**config.mk**
```make
export PLATFORM = sky130hd
export DESIGN_NAME = mux_scan_ctrl
export DESIGN_NICKNAME = d
export VERILOG_FILES = /design/src/rtl/mux_scan_ctrl.sv
export SDC_FILE = /design/constraint.sdc
export NUM_CORES = 1
export LEC_CHECK = 0
export CAP_MARGIN = 20
export CORE_MARGIN = 8
export CORE_UTILIZATION = 52
export DETAILED_ROUTE_END_ITERATION = 8
export HOLD_SLACK_MARGIN = 0.12
export PLACE_DENSITY = 0.74
export SLEW_MARGIN = 20
export SYNTH_ARGS = -nofsm -noshare
export SYNTH_HDL_FRONTEND = slang
export SYNTH_SLANG_ARGS = --single-unit
```
**constraint.sdc**
```tcl
create_clock -name clock -period 1.97 [get_ports clock]
set_clock_uncertainty 0.05 [all_clocks]
set_input_delay 0.394 -clock clock [delete_from_list [all_inputs] [get_ports clock]]
set_output_delay 0.394 -clock clock [all_outputs]
set_load 0.03 [all_outputs]
```
**src/rtl/mux_scan_ctrl.sv**
```systemverilog
// Scans a 4-to-1 mux select through indices 0..3 and assembles the sampled mux
// output into a 4-bit snapshot. Define MUX_SCAN_CHANGE_EN to add the `changed` flag.
module mux_scan_ctrl #(
  parameter int unsigned STEP_DIV      = 25_000_000,
  parameter int unsigned SETTLE_CYCLES = 2,
  parameter int unsigned CNT_W         = 25
) (
  input  logic       clock,
  input  logic       reset,
  input  logic       start,
  input  logic       continuous,
  input  logic       m_in,
  output logic [1:0] sel,
  output logic [3:0] snapshot,
  output logic       valid,
`ifdef MUX_SCAN_CHANGE_EN
  output logic       busy,
  output logic       changed
`else
  output logic       busy
`endif
);

  typedef enum logic {IDLE, SCAN} state_t;

  localparam logic [CNT_W-1:0] CNT_LAST   = CNT_W'(STEP_DIV - 1);
  localparam logic [CNT_W-1:0] CNT_SETTLE = CNT_W'(SETTLE_CYCLES);

  state_t           state, state_nxt;
  logic [CNT_W-1:0] cnt;
  logic [1:0]       idx;
  logic [3:0]       shadow;
  logic             step_end;
  logic             scan_end;

  assign step_end = (state == SCAN) && (cnt == CNT_LAST);
  assign scan_end = step_end && (idx == 2'd3);

  always_ff @(posedge clock or posedge reset) begin
    if (reset) state <= IDLE;
    else       state <= state_nxt;
  end

  always_comb begin
    state_nxt = state;
    case (state)
      IDLE:    if (start) state_nxt = SCAN;
      SCAN:    if (scan_end && !continuous) state_nxt = IDLE;
      default: state_nxt = IDLE;
    endcase
  end

  always_comb begin
    busy = (state == SCAN);
    sel  = idx;
  end

  // Sampling uses the registered cnt, so the sample edge closes the cycle where
  // cnt==SETTLE_CYCLES, well clear of the select change at the step boundary.
  always_ff @(posedge clock or posedge reset) begin
    if (reset) begin
      cnt      <= '0;
      idx      <= '0;
      shadow   <= '0;
      snapshot <= '0;
      valid    <= 1'b0;
`ifdef MUX_SCAN_CHANGE_EN
      changed  <= 1'b0;
`endif
    end else begin
      valid <= 1'b0;
`ifdef MUX_SCAN_CHANGE_EN
      changed <= 1'b0;
`endif
      if (state == SCAN) begin
        if (cnt == CNT_SETTLE) shadow[idx] <= m_in;
        if (step_end) begin
          cnt <= '0;
          idx <= idx + 2'd1;
        end else begin
          cnt <= cnt + 1'b1;
        end
        if (scan_end) begin
          snapshot <= shadow;
          valid    <= 1'b1;
`ifdef MUX_SCAN_CHANGE_EN
          changed  <= (shadow != snapshot);
`endif
        end
      end else begin
        cnt <= '0;
        idx <= '0;
      end
    end
  end

endmodule

```
# ---- Yosys cells after proc, flatten, opt, wreduce, memory -nomap -nowiden
# Index checks and enable logic that the tools add are counted.
dict set report word_totals {
  wordCells 34
  latchBits 0
  reg_bits 37
  romBits 0
  n_memories 0
  output_inout_bits 8
  mem_bits_rw 0
}
dict set report op_classes {
  n_mux 12
  eq_ne 4
  n_mul 0
  magnitude_cmp 2
  bitwise_logic 1
  div_mod_pow 0
  reduce_logical 7
  addsub 2
  shifts 0
}
# op n
set op_table {}
lappend op_table {{two-way mux 25 bit} 2}
lappend op_table {{adder 25 x 1 -> 25 bit (second input constant)} 1}
lappend op_table {{== test 25 x 2 -> 1 bit (second input constant)} 1}
lappend op_table {{== test 25 bit (second input constant)} 1}
lappend op_table {{two-way mux 1 bit} 5}
lappend op_table {{bitwise mux 4 bit} 1}
lappend op_table {{logical AND 1 bit} 4}
lappend op_table {{two-way mux 2 bit} 2}
lappend op_table {{AND reduction 2 bit} 2}
lappend op_table {{less-than comparator 2 x 3 -> 1 bit (second input constant)} 1}
lappend op_table {{adder 2 x 1 -> 2 bit (second input constant)} 1}
lappend op_table {{demux 1 bit (select 2 bit)} 1}
lappend op_table {{== test 2 bit (second input constant)} 1}
lappend op_table {{greater-or-equal comparator 2 x 1 -> 1 bit (second input constant)} 1}
lappend op_table {{inequality test 2 x 1 -> 1 bit (second input constant)} 1}
lappend op_table {{one-hot mux 1 bit (2 select lines)} 1}
lappend op_table {{zero test 1 bit} 1}
lappend op_table {{NOT 1 bit} 1}

# ---- Logic depth before layout (Yosys ltp)
dict set report logic_depth {
  ltp_word 6
  ltp_mapped 6
  depth_no_buf 6
}

# ---- Least setup slack after synthesis
# Ideal clock, no wire load.
dict set report synth_timing {
  path_type {reg-to-reg}
  startpoint {reg cnt[0]}
  endpoint {reg snapshot[0]}
  slack_ns -0.199
  path_stages_with_launch 6
  arrival_time_ns 1.994
  n_path_buf 0
  required_time_ns 1.795
  path_cell_list {dfrtp_1 -> ha_1 -> nand2_1 -> or4_4 -> nor4_4 -> mux2_2}
}
dict set report synth_between {
  elab_chain_cells 4
}
# element line
set synth_rtl {}
lappend synth_rtl {{start, declared} 30} ;# logic [CNT_W-1:0] cnt;
lappend synth_rtl {{start signal, assigned} 81} ;# cnt <= cnt + 1'b1;
lappend synth_rtl {{== test 25 bit} 36} ;# assign step_end = (state == SCAN) && (cnt == CNT_LAST);
lappend synth_rtl {{logical AND 1 bit} 36}
lappend synth_rtl {{logical AND 1 bit} 37} ;# assign scan_end = step_end && (idx == 2'd3);
lappend synth_rtl {{AND reduction 2 bit (no line)} --}
lappend synth_rtl {{end signal, assigned} 84} ;# snapshot <= shadow;
lappend synth_rtl {{end, declared} 14} ;# output logic [3:0] snapshot,
# Every way passes these cells.
# A chain may end at the register's enable or synchronous reset.

# ---- Final worst setup path
dict set report layout_timing {
  startpoint {reg cnt[0]}
  endpoint {reg idx[0] (netlist: sel[0])}
}
dict set report layout_between {
  elab_chain_cells 3
}
# element line
set layout_rtl {}
lappend layout_rtl {{== test 25 bit} 36}
lappend layout_rtl {{logical AND 1 bit} 36}
lappend layout_rtl {{inequality test 2 x 1 -> 1 bit (no line)} --}
lappend layout_rtl {{end signal, assigned} 79} ;# idx <= idx + 2'd1;
lappend layout_rtl {{end, declared} 31} ;# logic [1:0] idx;
# Every way passes these cells.

==> summary.md <==
| Metric | Value |
|---|---|
| Outcome | finished, violations left |
| Failing checks | negative setup slack |
| Post-Place Cell Area | 2400 um2 |
| Synth warnings | 0 |
| Die H | 77.4 um |
| Max-Cap Viols | 0 |
| Initial antenna violation count | 0 |
| Switching pwr | 703 uW |
| Num rows | 22 |
| Root buf cell | clkbuf_8 |
| Diodes inserted | 0 |
| Worst Hold Class | reg2reg |
| Yosys cell types | 32 |
| EDFF count, synth | 0 |
| Worst reg2reg path depth | 5 |
| Final worst-path cycle share | 1.07 |
| Vias | 1876 |
| Initial Util | 0.539 |
| WL final | 5.76 mm |
| Max incr delay on CP | 580 ps |
| Final WS setup | -137 ps |
| Post-detail-place hpwl | 3.31 mm |
| Min-delay src | snapshot[3] |
| Worst-path cell chain | ha_4, nand2_2, or4_4, or4_4, mux2i_1 |
| Asr flop ratio synth | 1.00 |
| Seq/Total Area, Yosys | 0.473 |
| Cts bufs inserted | 5 |
| Final Max Tran Viols | 0 |
| Critical Path Source | cnt[0] |
| Unrepaired setup endpoints after global routing | true |
| Worst Max-Slew Pin Slew | 489 ps |
| Worst reg-to-reg setup slack | -140 ps |
| Wirelength per Cell | 19.1 um |
| Port-buffer cells | 12 |
| Final Hold Fails | 0 |
| Pint | 1580 uW |
| Clock Path Buffers | 2 |
| Setup CP Type | reg2reg |
| Flops & latches, synth | 37 |
| Synth-to-layout area growth | 42.2% |
| Critical path fanouts, max | 4 |
| DR DRC count | 0 |
| Finished Cell Area | 2790 um2 |
| DRT iter0 DRCs | 145 |
| Synth Cell Area | 1960 um2 |
| Type of destination of the critical path | flop |
| First-pass GRT wire length | 8.25 mm |
| CP startpoint kind | flop |
| RePlAce Congestion | 0.860 |
| Total global-route track usage | 0.164 |
| Post-Syn Area per Cell | 10.0 um2 |
| Fin crit period | 2110 ps |
| Buffers plus inverters on the worst setup path | 0 |
| Ys flop type | dfrtp_1 |
| Power Dens Cells | 818 nW/um2 |
| Skew-Pair Late Insertion Delay | 290 ps |
| End of the critical path | sel[0] |
| Pin count of the biggest net entering global routing | 38 |
| CTS tree | built |
| Vias in the first global route | 1824 |
| H-tree depth | 2 |
| Congestion Overflow GR | 0 |
| Final setup viols | 29 |
| RR Endpoint | sel[0] |
| Switching Share | 0.309 |
| CP Data Required Time | 2130 ps |
| Drt pass-1 iters | 7 |
| ANT nets after route | 0 |
| Die area | 5990 um2 |
| Cts hold-fix bufs | 0 |
| Synth area leader | dfrtp_1 |
| Reg clk slew, reported paths | 80 ps |
| Top-count cell post-synth | dfrtp_1 |
| Gate Count Post-Synth | 195 |
| Synth top cells by count | dfrtp_1, nor2_1, inv_1, nand2_1, a21oi_1 |
| Power share of the sequential group | 0.415 |
| Synth area leaders | dfrtp_1, mux2_2, xnor2_1 |
| Yosys top cell area share | 0.473 |
| RR Startpoint | cnt[0] |
| Via density | 6.21 |
| Core Area | 3630 um2 |
| Final setup TNS | -1060 ps |
| Clock power share | 0.301 |
| CP max stage cell | or4_4 |
| Synth Net Count | 206 |
| Top delay family on crit path | simple AND/OR/NAND/NOR gates |
| Nets | 264 |
| Worst hold margin | 462 ps |
| Critical path arrival | 2270 ps |
| Combinational Power Share | 0.284 |
| Layout cells sized above 1 | 0.354 |
| Die X | 77.4 um |
| CP dominant cell by count | or4_4 |
| VDD IR max | 0.000557 V |
| Crit path depth | 5 |
| Fmax | 475 MHz |
| Leak | 0.00121 uW |
| Pre-CTS setup slack | -93.9 ps |
| Num ports | 13 |
| Clock sink total | 37 |
| Rel. slew slack | 0.674 |
==> how the worst min path moves through the flow <==
stage	to	slack, ps	cells after the start
after floorplan	shadow[0]	420	1
after global placement	snapshot[0]	440	1
after detailed placement	snapshot[2]	440	1
after CTS	snapshot[2]	460	1
after global routing	snapshot[2]	480	1
final	snapshot[3]	460	1
==> through the flow <==
step | std cells | utilization | power [uW]
after floorplan | 195 | - | 1210
after global placement | 282 | 0.661 | 1410
after detailed placement | 282 | 0.661 | 1430
after CTS | 292 | 0.706 | 2150
after global routing | 302 | 0.767 | 2350
final | 302 | 0.767 | 2280
==> power by group through the flow <==
| stage | Sequential (uW) | Combinational [uW] | Clock [uW] |
|---|---|---|---|
| global route | 958 | 680 | 716 |
| global placement | 943 | 463 | 0 |
| finish | 947 | 647 | 685 |
| detailed placement | 946 | 489 | 0 |
| floorplan | 956 | 250 | 0 |
| CTS | 936 | 523 | 690 |
==> state kept, by name, summed over array words and instances, names as in the netlist <==
register	count
shadow	4
cnt	25
sel	2
valid	1
busy	1
snapshot	4
==> per-layer routing <==
layer  vias up  track usage  wire [um]
li1        816            -          -
met1       913        0.189       2170
met2       106        0.277       2890
met3        41       0.0518        441
met4         0       0.0679        247
met5         -            0          0
==> layout make-up <==
class                           count  area, um2
Fill cell                         242        848
Multi-Input combinational cell    139       1120
Clock inverter                      1       30.0
Inverter                           14       52.6
Tap cell                           48       60.1
Timing Repair Buffer               56        512
Clock buffer                        7       86.3
Sequential cell                    37        927
==> kinds of logic (layout without fill, tap and decap cells) <==
logic type	Yosys count	count (layout)	synth area share
AOI/OAI and AO/OA	24	24	0.0792
xor gates and xnor gates	12	12	0.0537
adders and majority gates	6	6	0.0383
buffers and inverters	19	78	0.0447
DFF	37	37	0.473
muxes	10	10	0.0562
and+or+nand+nor	87	87	0.255
==> worst reg2reg max path, stage by stage, from the launching register on <==
cell     delay (ps)
dfrtp_1         400
ha_4            160
nand2_2          70
or4_4           550
or4_4           580
mux2i_1         200
==> cells in the final DEF (no fill, tap or decap), drive strengths merged, types with 5 or more instances in the layout <==
cell,netlist,routed
a21oi,12,12
buf,3,42
clkbuf,2,9
clkdlybuf4s50,0,11
dfrtp,37,37
ha,6,6
inv,14,14
mux2,8,8
nand2,14,14
nand3,10,10
nand4,7,7
nor2,19,19
nor3,8,8
nor4,9,9
o21ai,6,6
o31ai,5,5
or3,5,5
or4,9,9
xnor2,10,10
==> timing repair <==
action                                  CTS  global route
gates cloned                              0             3
buffers inserted                          2             7
pin swaps                                 2             6
endpoints found under the setup margin   18            36
gates resized for setup                   8            22
(Power assumes the default switching activity.)
